[src/rtl/led_pkg.sv]
// Shared types, constants and the saturating ramp helper for the LED fade driver.
package led_pkg;

  localparam int unsigned BRIGHT_W     = 8;
  localparam logic [7:0]  BRIGHT_MAX   = 8'd255;
  localparam int unsigned CLK_HZ       = 50_000_000;
  localparam int unsigned LED_N        = 3;

  localparam int unsigned PWM_DIV_DEF  = 8;
  localparam int unsigned RAMP_DIV_DEF = 49_020;
  localparam int unsigned STEP_DEF     = 1;

  typedef logic [BRIGHT_W-1:0] bright_t;

  // One ramp step toward full-on (up=1) or full-off (up=0), saturating at both ends.
  function automatic bright_t ramp_step(input bright_t cur, input logic up, input bright_t step);
    logic [BRIGHT_W:0] sum;
    bright_t           res;
    sum = {1'b0, cur} + {1'b0, step};
    if (up) begin
      if (sum > {1'b0, BRIGHT_MAX}) begin
        res = BRIGHT_MAX;
      end else begin
        res = sum[BRIGHT_W-1:0];
      end
    end else begin
      if (cur < step) begin
        res = '0;
      end else begin
        res = cur - step;
      end
    end
    return res;
  endfunction

endpackage

[src/rtl/led_fade_driver_if.sv]
// Sequencer-to-pin bundle: requested LED levels in, PWM pin drive out.
interface led_fade_driver_if;
  import led_pkg::*;

  logic [LED_N-1:0] led_req;
  logic [LED_N-1:0] led_out;

  modport master (output led_req, input  led_out);
  modport slave  (input  led_req, output led_out);

endinterface

[src/rtl/led_pwm_channel.sv]
// One LED channel: brightness ramp, period-aligned shadow duty, PWM compare and output flop.
module led_pwm_channel
  import led_pkg::*;
#(
  parameter int unsigned STEP           = STEP_DEF,
  parameter bit          LED_ACTIVE_LOW = 1'b0
) (
  input  logic    clk,
  input  logic    rst_n,
  input  logic    req,
  input  logic    ramp_tick,
  input  logic    pwm_tick,
  input  bright_t pwm_cnt,
  output logic    led_out
);

  localparam bright_t STEP_B   = bright_t'(STEP);
  localparam logic    IDLE_LVL = LED_ACTIVE_LOW;

  bright_t r_bright;
  bright_t r_shadow;
  logic    r_led;
  bright_t w_bright_nxt;
  logic    w_on;
  logic    w_period_end;

  // Next brightness: one saturating step toward the requested end, only on a ramp tick.
  always_comb begin
    w_bright_nxt = r_bright;
    if (ramp_tick) begin
      w_bright_nxt = ramp_step(r_bright, req, STEP_B);
    end else begin
      w_bright_nxt = r_bright;
    end
  end

  // Full scale is forced on so that 255 means solid, not 255/256.
  always_comb begin
    w_period_end = pwm_tick && (pwm_cnt == BRIGHT_MAX);
    w_on         = (r_shadow == BRIGHT_MAX) || (pwm_cnt < r_shadow);
  end

  // Brightness, shadow duty and pin flop; the shadow takes the pre-update brightness.
  always_ff @(posedge clk) begin
    if (!rst_n) begin
      r_bright <= '0;
      r_shadow <= '0;
      r_led    <= IDLE_LVL;
    end else begin
      r_bright <= w_bright_nxt;
      if (w_period_end) begin
        r_shadow <= r_bright;
      end else begin
        r_shadow <= r_shadow;
      end
      r_led <= w_on ^ IDLE_LVL;
    end
  end

  assign led_out = r_led;

endmodule

[src/rtl/led_fade_driver.sv]
// Three-channel LED cross-fade driver: shared prescalers and PWM counter feeding three channels.
module led_fade_driver
  import led_pkg::*;
#(
  parameter int unsigned PWM_DIV        = PWM_DIV_DEF,
  parameter int unsigned RAMP_DIV       = RAMP_DIV_DEF,
  parameter int unsigned STEP           = STEP_DEF,
  parameter bit          LED_ACTIVE_LOW = 1'b0
) (
  input  logic            clk,
  input  logic            rst_n,
  led_fade_driver_if.slave bus
);

  localparam int unsigned RAMP_W = (RAMP_DIV > 1) ? $clog2(RAMP_DIV) : 1;
  localparam int unsigned PRE_W  = (PWM_DIV > 1) ? $clog2(PWM_DIV) : 1;
  localparam logic [RAMP_W-1:0] RAMP_LAST = RAMP_W'(RAMP_DIV - 1);
  localparam logic [PRE_W-1:0]  PRE_LAST  = PRE_W'(PWM_DIV - 1);

  logic [LED_N-1:0]  r_req_q;
  logic [RAMP_W-1:0] r_ramp_cnt;
  logic [PRE_W-1:0]  r_pwm_pre;
  bright_t           r_pwm_cnt;
  logic              w_ramp_tick;
  logic              w_pwm_tick;
  logic [LED_N-1:0]  w_led;

  // Tick decode from the current prescaler values.
  always_comb begin
    w_ramp_tick = (r_ramp_cnt == RAMP_LAST);
    w_pwm_tick  = (r_pwm_pre == PRE_LAST);
  end

  // Input register and the shared ramp / PWM timebase.
  always_ff @(posedge clk) begin
    if (!rst_n) begin
      r_req_q    <= '0;
      r_ramp_cnt <= '0;
      r_pwm_pre  <= '0;
      r_pwm_cnt  <= '0;
    end else begin
      r_req_q <= bus.led_req;
      if (w_ramp_tick) begin
        r_ramp_cnt <= '0;
      end else begin
        r_ramp_cnt <= r_ramp_cnt + RAMP_W'(1);
      end
      if (w_pwm_tick) begin
        r_pwm_pre <= '0;
        r_pwm_cnt <= r_pwm_cnt + 8'd1;
      end else begin
        r_pwm_pre <= r_pwm_pre + PRE_W'(1);
        r_pwm_cnt <= r_pwm_cnt;
      end
    end
  end

  led_pwm_channel #(.STEP(STEP), .LED_ACTIVE_LOW(LED_ACTIVE_LOW)) u_ch0 (
    .clk       (clk),
    .rst_n     (rst_n),
    .req       (r_req_q[0]),
    .ramp_tick (w_ramp_tick),
    .pwm_tick  (w_pwm_tick),
    .pwm_cnt   (r_pwm_cnt),
    .led_out   (w_led[0])
  );

  led_pwm_channel #(.STEP(STEP), .LED_ACTIVE_LOW(LED_ACTIVE_LOW)) u_ch1 (
    .clk       (clk),
    .rst_n     (rst_n),
    .req       (r_req_q[1]),
    .ramp_tick (w_ramp_tick),
    .pwm_tick  (w_pwm_tick),
    .pwm_cnt   (r_pwm_cnt),
    .led_out   (w_led[1])
  );

  led_pwm_channel #(.STEP(STEP), .LED_ACTIVE_LOW(LED_ACTIVE_LOW)) u_ch2 (
    .clk       (clk),
    .rst_n     (rst_n),
    .req       (r_req_q[2]),
    .ramp_tick (w_ramp_tick),
    .pwm_tick  (w_pwm_tick),
    .pwm_cnt   (r_pwm_cnt),
    .led_out   (w_led[2])
  );

  assign bus.led_out = w_led;

endmodule

[src/flat_wrapper.sv]
// flat-port wrapper written by rule: the top's interface ports become plain ports
module led_fade_driver_flat import led_pkg::*;
#(
  parameter int unsigned PWM_DIV        = PWM_DIV_DEF,
  parameter int unsigned RAMP_DIV       = RAMP_DIV_DEF,
  parameter int unsigned STEP           = STEP_DEF,
  parameter bit          LED_ACTIVE_LOW = 1'b0
)
  (clk, rst_n, bus_led_req, bus_led_out);
  led_fade_driver_if bus_i ();
  input  logic clk;
  input  logic rst_n;
  input wire logic [$bits(bus_i.led_req)-1:0] bus_led_req;
  output wire logic [$bits(bus_i.led_out)-1:0] bus_led_out;
  assign bus_i.led_req = bus_led_req;
  assign bus_led_out = bus_i.led_out;
  led_fade_driver #(.PWM_DIV(PWM_DIV), .RAMP_DIV(RAMP_DIV), .STEP(STEP), .LED_ACTIVE_LOW(LED_ACTIVE_LOW)) u_core (.clk(clk), .rst_n(rst_n), .bus(bus_i));
endmodule
[config.mk]
export PLATFORM = sky130hd
export DESIGN_NAME = led_fade_driver_flat
export DESIGN_NICKNAME = d
export VERILOG_FILES = /design/src/rtl/led_pkg.sv /design/src/rtl/led_fade_driver_if.sv /design/src/rtl/led_pwm_channel.sv /design/src/rtl/led_fade_driver.sv /design/src/flat_wrapper.sv
export SDC_FILE = /design/constraint.sdc
export NUM_CORES = 1
export LEC_CHECK = 0
export ABC_CLOCK_PERIOD_IN_PS = 1900
export CORE_MARGIN = 2
export CORE_UTILIZATION = 50
export CTS_BUF_LIST = sky130_fd_sc_hd__clkbuf_8
export CTS_CLUSTER_SIZE = 20
export DETAILED_ROUTE_END_ITERATION = 8
export HOLD_SLACK_MARGIN = 0.06
export PLACE_DENSITY_LB_ADDON = 0.08
export SETUP_SLACK_MARGIN = 0.2
export SLEW_MARGIN = 30
export SYNTH_ARGS = -nofsm -noshare
export SYNTH_HDL_FRONTEND = slang
export SYNTH_HIERARCHICAL = 1
export SYNTH_SLANG_ARGS = --single-unit
[constraint.sdc]
create_clock -name clk -period 1.9 [get_ports clk]
set_input_delay 0.38 -clock clk [delete_from_list [all_inputs] [get_ports clk]]
set_output_delay 0.38 -clock clk [all_outputs]
set_load 0.01 [all_outputs]
==> Word-level counts from Yosys, hierarchy flattened <==
Index checks and enable logic that the tools add are counted.
{ "totals": {"ff_bits": 81, "inputBits": 5, "output_inout_bits": 3, "word_cells": 53} }
{ "op_classes": {"n_addsub": 9, "n_lt_le_gt_ge": 9, "n_eq_ne": 6, "muxes": 9, "bitwise": 1, "n_reduce_logical": 6} }
{ "ops": {"columns": ["op", "count"], "rows": [
  ["$mux 8", 9],
  ["$eq 8x8->1 const B", 4],
  ["$add 8x1->9 const B", 3],
  ["$gt 9x8->1 const B", 3],
  ["$lt 8x1->1 const B", 3],
  ["$lt 8x8->1", 3],
  ["$sub 8x1->8 const B", 3],
  ["$add 16x1->16 const B", 1],
  ["$eq 16x16->1 const B", 1],
  ["$add 8x1->8 const B", 1],
  ["$reduce_or 2->1", 2],
  ["$add 3x1->3 const B", 1],
  ["$eq 3x3->1 const B", 1],
  ["$logic_or 1x1->1", 3],
  ["$logic_and 1x1->1", 1],
  ["$not 1->1", 1]
]} }

==> Longest topological paths before layout <==
Gate-level depths: netlist of the first run.
{ "depth": {"depth_word": 4, "ltp_mapped": 7, "depth_no_buf": 7} }

==> Hierarchy <==
Netlist of the first run, hierarchy kept.
{ "by_module_without_submodules": {"columns": ["mod", "n_inst", "cells_per_inst", "area_per_inst_um2", "seq_area_each_um2"], "rows": [
  ["led_pwm_channel", 3, 154, 1249.9, 340.3],
  ["led_fade_driver", 1, 131, 1282.5, 600.6]
]} }

==> Worst setup path before layout of the first run <==
Ideal clock, no wire load.
{ "synth_path": {"path_type": "register to register", "from": "register u_core.r_ramp_cnt[9]", "to": "register u_core.u_ch0.r_bright[2]", "setup_time_ps": 129, "arrival_ps": 1893, "t_required_ps": 1771, "slack_ps": -122, "path_stages_with_launch": 6, "path_buffers": 0, "period_less_slack_ps": 2022, "path_cell_list": "dfxtp_1 nand4_2 nor4_2 clkinv_1 a2111oi_1 nor3_1"} }
{ "synth_via": {"elab_chain_len": 1} }
{ "synth_rtl": {"columns": ["element", "line", "text"], "rows": [
  ["start, declared", "led_fade_driver.sv:21", "logic [RAMP_W-1:0] r_ramp_cnt;"],
  ["start signal, assigned", "led_fade_driver.sv:46", "r_ramp_cnt <= r_ramp_cnt + RAMP_W'(1);"],
  ["$eq 16x16->1", "led_fade_driver.sv:30", "w_ramp_tick = (r_ramp_cnt == RAMP_LAST);"],
  ["via u_core.w_ramp_tick", "led_fade_driver.sv:24", "logic w_ramp_tick;"],
  ["end signal, assigned", "led_pwm_channel.sv:50", "r_bright <= w_bright_nxt;"],
  ["end, declared", "led_pwm_channel.sv:20", "bright_t r_bright;"]
]} }
The timed path passes the listed nets, and every way through them passes these cells.
A chain may end at the register's enable or synchronous reset.

==> Worst setup path in the final report of the first run <==
{ "layout_path": {"from": "register u_core.u_ch2.r_bright[2]", "to": "register u_core.u_ch2.r_bright[5]"} }
{ "layout_via": {"elab_chain_len": 4, "word_cells_on_any_way": 7, "cone_classes": "add/sub: 2; order compare: 2; mux: 3"} }
{ "layout_rtl": {"columns": ["element", "line", "text"], "rows": [
  ["start, declared", "led_pwm_channel.sv:20", null],
  ["start signal, assigned", "led_pwm_channel.sv:50", null],
  ["$add 8x1->9", "led_pkg.sv:19", "sum = {1'b0, cur} + {1'b0, step};"],
  ["$gt 9x8->1", "led_pkg.sv:21", "if (sum > {1'b0, BRIGHT_MAX}) begin"],
  ["$mux 8", "led_pkg.sv:21", null],
  ["$mux 8 *", "led_pkg.sv:20", "if (up) begin"]
]} }
Every way passes the cells marked *; elsewhere a longest branch is shown, timed or not.

==> reports/summary.txt, run 1 <==
Status = finished clean
Clk pin slew, worst setup/hold paths = 0.08 ns
CTS tree = built
DRT Wirelength = 13,100 µm
Internal power = 0.00252 W
Slowest CP cell = dfxtp_1
Worst setup SP type = register
Post-route minimum period = 1.77 ns
Worst vdd ir = 536 µV
Worst slew pin tran = 0.549 ns
Post-synth top flop = dfxtp_1
Fin util = 65.2%
First-pass GRT wire length = 21,000 µm
Die Footprint = 0.0109 mm²
Seq/Total Area, Yosys = 32.2%
Cell Area, Placed = 0.00541 mm²
Clock buffer depth = 2
Total gr overflow = 0
Max-cap viol count = 0
Final Slew Violations = 0
Synth Instances = 593
Cell row count = 36
Num CTS Buffers = 9
Sum Neg Setup Slack = 0 ns
Routed len/inst = 16.9 µm
Setup violations, final = 0
Post-placement cell count = 740
Number of global-route vias before repair = 4,431
Layout area overhead = 26.6%
Final Hold Vio Count = 0
Vias/cell = 5.96
# H-tree levels = 3
Mapped cell area = 0.00503 mm²
CTS Hold Buffers Added = 0
Antenna violations before repair = 0
Yosys warning count = 6
Pwr dens = 509 mW/mm²
Die X = 104 µm
Clock Sinks = 81
Design Area, Final = 0.00637 mm²
DR DRC count = 0
Sequential Power Share = 53.6%
Detail Route Antenna Nets = 0
Nets@finish = 676
Logic pwr share = 4.1%
Largest stage delay, worst path = 0.64 ns
Global Route Usage Sum = 23.0%
Setup CP Type = register to register
Final period utilization = 93.2%
Die H = 104 µm
Max_slew headroom = 63.3%
Synthesized area per cell = 8.49 µm²
CP arrival = 1.98 ns
Switch share = 22.1%
DR vias = 4,625
Largest net degree at the start of global routing = 30
Syn_nets = 630
Total core area = 0.00977 mm²
Clk_lat worst skew = 0.35 ns
Initial Util = 51.5%
Clock root cell = clkbuf_8
Clock power frac = 42.3%
First-pass iteration count of the detailed router = 5
Worst Path Max Fanout = 12
Ant diodes = 0
Share of cells above drive strength 1 = 26.9%
LEAKAGE = 2.18 nW
RePlAce Congestion = 0.855
Max Clk Rate = 564 MHz
IO Port Bufs = 7
NetSw = 0.000715 W
Dpl hpwl = 8040 µm
Synth unique cells = 58
WP data required = 2.11 ns
Iter 0 DRT Violations = 327
Hold WC Path Type = register to register
Share of flip-flops with an asynchronous set or reset = 0%
RSZ-0062 raised after global routing = yes
Num ports = 8
Number of enable flip-flop cells after synthesis = 0
Register bit total from synthesis = 81
CP Cell Sequence = nand3_1 > o21a_1 > o311ai_0 > a41oi_1
Worst setup EP type = register
Final setup skew = 0.00781 ns
Post-Layout Cell Count = 776
[power by group through the flow]
stage | Combinational, W | Clock, W | Sequential (W)
after floorplan | 0.0000643 | 0 | 0.00176
after global placement | 0.0000953 | 0 | 0.00177
after detailed placement | 0.0000960 | 0 | 0.00177
after CTS | 0.000106 | 0.00140 | 0.00173
after global routing | 0.000147 | 0.00147 | 0.00174
final | 0.000134 | 0.00137 | 0.00174
[kinds of logic after synthesis]
kind of cell | synth area share (%)
muxes | 5.57
xor gates and xnor gates | 3.31
and+or+nand+nor | 25.9
AOI/OAI and AO/OA | 17.9
buffers and inverters | 7.21
DFF | 32.2
adders and majority gates | 7.96
[through the flow]
step	total power, W	hold slack, ns	setup slack [ns]
6_report	0.00324	0.444	0.128
5_1_grt	0.00336	0.486	0.0465
4_1_cts	0.00324	0.441	0.151
3_5_place_dp	0.00187	0.429	0.0299
3_3_place_gp	0.00187	0.417	0.0920
2_1_floorplan	0.00183	0.403	0.0568
[placed cells by master (no fill, tap or decap), types with 10 or more instances in the layout]
cell type,count
nand3_1,16
a21oi_1,12
dfxtp_1,68
nor3_1,20
mux2i_1,28
buf_4,38
o21ai_0,13
nand2b_1,12
nand2_1,43
clkbuf_8,10
inv_1,47
dfxtp_2,12
nand4_1,25
nor2_4,12
buf_6,10
xnor2_1,13
ha_1,26
nor2_1,37
[path summary, 6_finish.rpt]
path                            startpoint                        to  slack (ns)  cells past startpoint
setup reg to reg  u_core/u_ch2/r_bright[2]  u_core/u_ch2/r_bright[5]        0.13                      4
setup / recovery  u_core/u_ch2/r_bright[2]  u_core/u_ch2/r_bright[5]        0.13                      4
hold reg to reg        u_core/r_pwm_pre[0]       u_core/r_pwm_pre[0]        0.44                      1
hold / removal         u_core/r_pwm_pre[0]       u_core/r_pwm_pre[0]        0.44                      1
[synth_stat cells (all sizes together) (6+ instances only)]
library cell | number | area [µm²]
mux2i | 28 | 280
dfxtp | 81 | 1620
a2111oi | 6 | 60.1
a221oi | 6 | 52.6
nand3 | 16 | 80.1
nor3 | 26 | 160
a31oi | 6 | 37.5
nand4 | 26 | 169
nor2 | 53 | 204
inv | 45 | 169
nand2b | 13 | 81.3
xor2 | 6 | 52.6
o2111ai | 6 | 52.6
a22oi | 6 | 45.0
a211oi | 15 | 113
nand2 | 47 | 176
o22ai | 9 | 56.3
clkbuf | 13 | 48.8
o21a | 6 | 45.0
a21oi | 18 | 101
xnor2 | 13 | 114
ha | 32 | 400
and2 | 8 | 50.1
o21ai | 17 | 85.1
buf | 18 | 134
nand4b | 7 | 61.3
[sequential cells by signal, summed over array words and instances, names as in the netlist]
name	count
u_core/u_ch2/r_shadow	8
u_core/u_ch1/led_out	1
u_core/u_ch2/led_out	1
u_core/u_ch0/r_shadow	8
u_core/u_ch1/r_bright	8
u_core/u_ch0/r_bright	8
u_core/u_ch0/led_out	1
u_core/r_req_q	3
u_core/r_pwm_cnt	8
u_core/r_ramp_cnt	16
u_core/r_pwm_pre	3
u_core/u_ch2/r_bright	8
u_core/u_ch1/r_shadow	8
[per-layer routing]
| metal | vias to the layer above | GRT usage [%] | wire, µm |
|---|---|---|---|
| met1 | 2218 | 29.9 | 5940 |
| met2 | 124 | 38.8 | 6440 |
| met4 | 0 | 6.56 | 197 |
| met3 | 15 | 4.26 | 528 |
| li1 | 2268 | - | - |
| met5 | - | 0 | 0 |
[area by class of cell]
| cell class | instances | area, µm² |
|---|---|---|
| clock buffer | 10 | 138 |
| clock inverter | 5 | 72.6 |
| tap | 133 | 166 |
| fill | 839 | 3400 |
| multi-input combinational | 433 | 3470 |
| inverter | 48 | 186 |
| timing repair buffer | 66 | 698 |
| sequential | 81 | 1640 |
[worst max-delay path: cells and delay by family (launching register included)]
family	cells	cell delay, ns
AOI/OAI and AO/OA	3	0.80
and+or+nand+nor	1	0.20
DFF	1	0.64
[repair_timing]
action	in CTS	in global routing
cloned	2	2
endpoints found under the setup margin	58	63
setup buffers	8	9
pin swaps	12	38
resized for setup	40	92
(Power assumes the default switching activity.)
==> run 2: changes to the inputs <==
ABC_CLOCK_PERIOD_IN_PS = 1600   (was 1900)
CTS_CLUSTER_DIAMETER = 60   (was not set)
clock period = 1.6 ns   (was 1.9 ns; I/O delays follow)
==> reports/summary.txt, run 2 (synthesis results as in run 1) <==
Fin util = 71.5% (+6.3 points)
Dpl hpwl = 9280 µm (+15%)
Largest stage delay, worst path = 0.36 ns (-0.28 ns)
Worst vdd ir = 378 µV (-29%)
Worst path bufs/invs = 3 (+3)
Clk pin slew, worst setup/hold paths = 0.08 ns (about the same)
CTS Hold Buffers Added = 0 (unchanged)
# H-tree levels = 3 (unchanged)
Total gr overflow = 0 (unchanged)
PnR Total Power = 0.00391 W (+21%)
DR vias = 4,954 (+7.1%)
LEAKAGE = 2.57 nW (+18%)
Grt peak-use layer = met2
Worst setup EP type = register
Slowest CP cell = dfxtp_2
DRT Wirelength = 14,200 µm (+8.2%)
Setup violations, final = 40 (+40)
CP delay by family, top = simple AND/OR/NAND/NOR gates
Vias/cell = 5.95 (about the same)
Routed len/inst = 17.0 µm (+0.88%)
Clock root cell = clkbuf_8
Met1 usage = 30.9% (+1.0 points)
Setup CP Type = register to register
Share of cells above drive strength 1 = 37.3% (+10 points)
Status = complete, but fails checks
Worst Path Max Fanout = 8 (-4)
Pwr dens = 560 mW/mm² (+10%)
First-pass GRT wire length = 22,800 µm (+8.6%)
DR DRC count = 0 (unchanged)
Critical path's most frequent cell = a211oi_1
Failing checks = negative setup slack
Total core area = 0.00977 mm² (unchanged)
Initial Util = 51.5% (unchanged)
CP Cell Sequence = ha_4 > nand4b_1 > nor4_4 > buf_12 > clkinv_1 > buf_6 > a211oi_1 > a211oi_1
Num CTS Buffers = 9 (unchanged)
Max_slew headroom = 64.1% (+0.72 points)
Detail Route Antenna Nets = 0 (unchanged)
Clock buffer depth = 2 (unchanged)
Hold WC Path Type = register to register
Most common cell after layout, fill and taps aside = buf_4
Final Hold Vio Count = 0 (unchanged)
WP data required = 1.84 ns (-0.27 ns)
Die Footprint = 0.0109 mm² (unchanged)
Antenna violations before repair = 0 (unchanged)
Global Route Usage Sum = 25.2% (+2.2 points)
Final Slew Violations = 0 (unchanged)
Iter 0 DRT Violations = 286 (-13%)
Max Clk Rate = 535 MHz (-5.2%)
Number of global-route vias before repair = 4,818 (+8.7%)
RSZ-0062 raised after global routing = yes
Nets@finish = 731 (+8.1%)
CTS tree = built
IO Port Bufs = 7 (unchanged)
Met3 usage = 5.01% (+0.75 points)
Most frequent cells in the layout = 91 x buf_4, 55 x dfxtp_1, 43 x inv_1
Post-route minimum period = 1.87 ns (+0.0980 ns)
First-pass iteration count of the detailed router = 5 (unchanged)
Die H = 104 µm (unchanged)
Largest register FFs = 16 (unchanged)
RePlAce Congestion = 0.878 (+2.7%)
Die X = 104 µm (unchanged)
Top reg by flops = u_core/r_ramp_cnt
Hold Slack = 0.432 ns (-0.0113 ns)
Final period utilization = 117% (+24 points)
Setup WS post-layout = -0.269 ns (-0.398 ns)
Final setup skew = 0.00773 ns (-0.0000755 ns)
Worst setup SP type = register
Met2 Resource Use GR = 44.1% (+5.3 points)
CP arrival = 2.11 ns (+0.13 ns)
Clock Sinks = 81 (unchanged)
Ant diodes = 0 (unchanged)
Worst slew pin tran = 0.538 ns (-0.0109 ns)
Max-cap viol count = 0 (unchanged)
Layout area overhead = 38.9%
Clk_lat worst skew = 0.36 ns (about the same)
Largest net degree at the start of global routing = 18 (-40%)
Num ports = 8 (unchanged)
Cell row count = 36 (unchanged)
-- run 2: worst paths after layout --
| check | from | end | slack (ns) | cells after the start |
|---|---|---|---|---|
| worst max-delay path | u_core/r_ramp_cnt[0] | u_core/u_ch2/r_bright[0] | -0.27 | 8 |
| worst min-delay path | u_core/r_pwm_pre[0] | u_core/r_pwm_pre[0] | 0.43 | 1 |
| worst max register to register | u_core/r_ramp_cnt[0] | u_core/u_ch2/r_bright[0] | -0.27 | 8 |
| worst min register to register | u_core/r_pwm_pre[0] | u_core/r_pwm_pre[0] | 0.43 | 1 |
-- run 2: power breakdown --
| part | internal (W) | leakage [nW] | switching [W] |
|---|---|---|---|
| sequential | 0.00203 | 0.667 | 0.0000255 |
| clock | 0.000878 | 0.103 | 0.000792 |
| combinational | 0.0000798 | 1.80 | 0.000106 |
-- run 2: layout make-up --
class,count,area [µm²]
Tap cell,133,166
Fill cell,753,2790
Clock buffer,9,124
Multi-Input combinational cell,433,3620
Sequential cell,81,1660
Timing Repair Buffer,121,1120
Clock inverter,7,95.1
Inverter,48,198
-- run 2: per-layer routing --
metal | share of wire, % | vias up
met4 | 2.1 | 0
li1 | - | 2378
met3 | 4.8 | 32
met1 | 43 | 2401
met2 | 50 | 143
met5 | 0 | -
-- run 2: stage by stage --
stage               setup TNS, ns  area [µm²]  instances  worst slack, ns
floorplan                   -1.77        5200        593           -0.220
finish                      -7.71        6990        832           -0.269
CTS                         -1.21        6650        827          -0.0832
global placement           -0.659        6080        801          -0.0693
detailed placement          -1.19        6080        801           -0.112
global route                -9.04        6990        832           -0.331
-- run 2: repair_timing --
action                                  in CTS  in global routing
cloned                                       0                  1
pin swaps                                   16                 25
gates resized for setup                     71                 64
setup buffers                               10                  4
endpoints found under the setup margin      68                 71
-- run 2: worst register-to-register path: stages (launching register included) --
cell and delay (ns):
dfxtp_2 0.36, ha_4 0.14, nand4b_1 0.20, nor4_4 0.29
buf_12 0.19, clkinv_1 0.14, buf_6 0.18, a211oi_1 0.20
a211oi_1 0.07
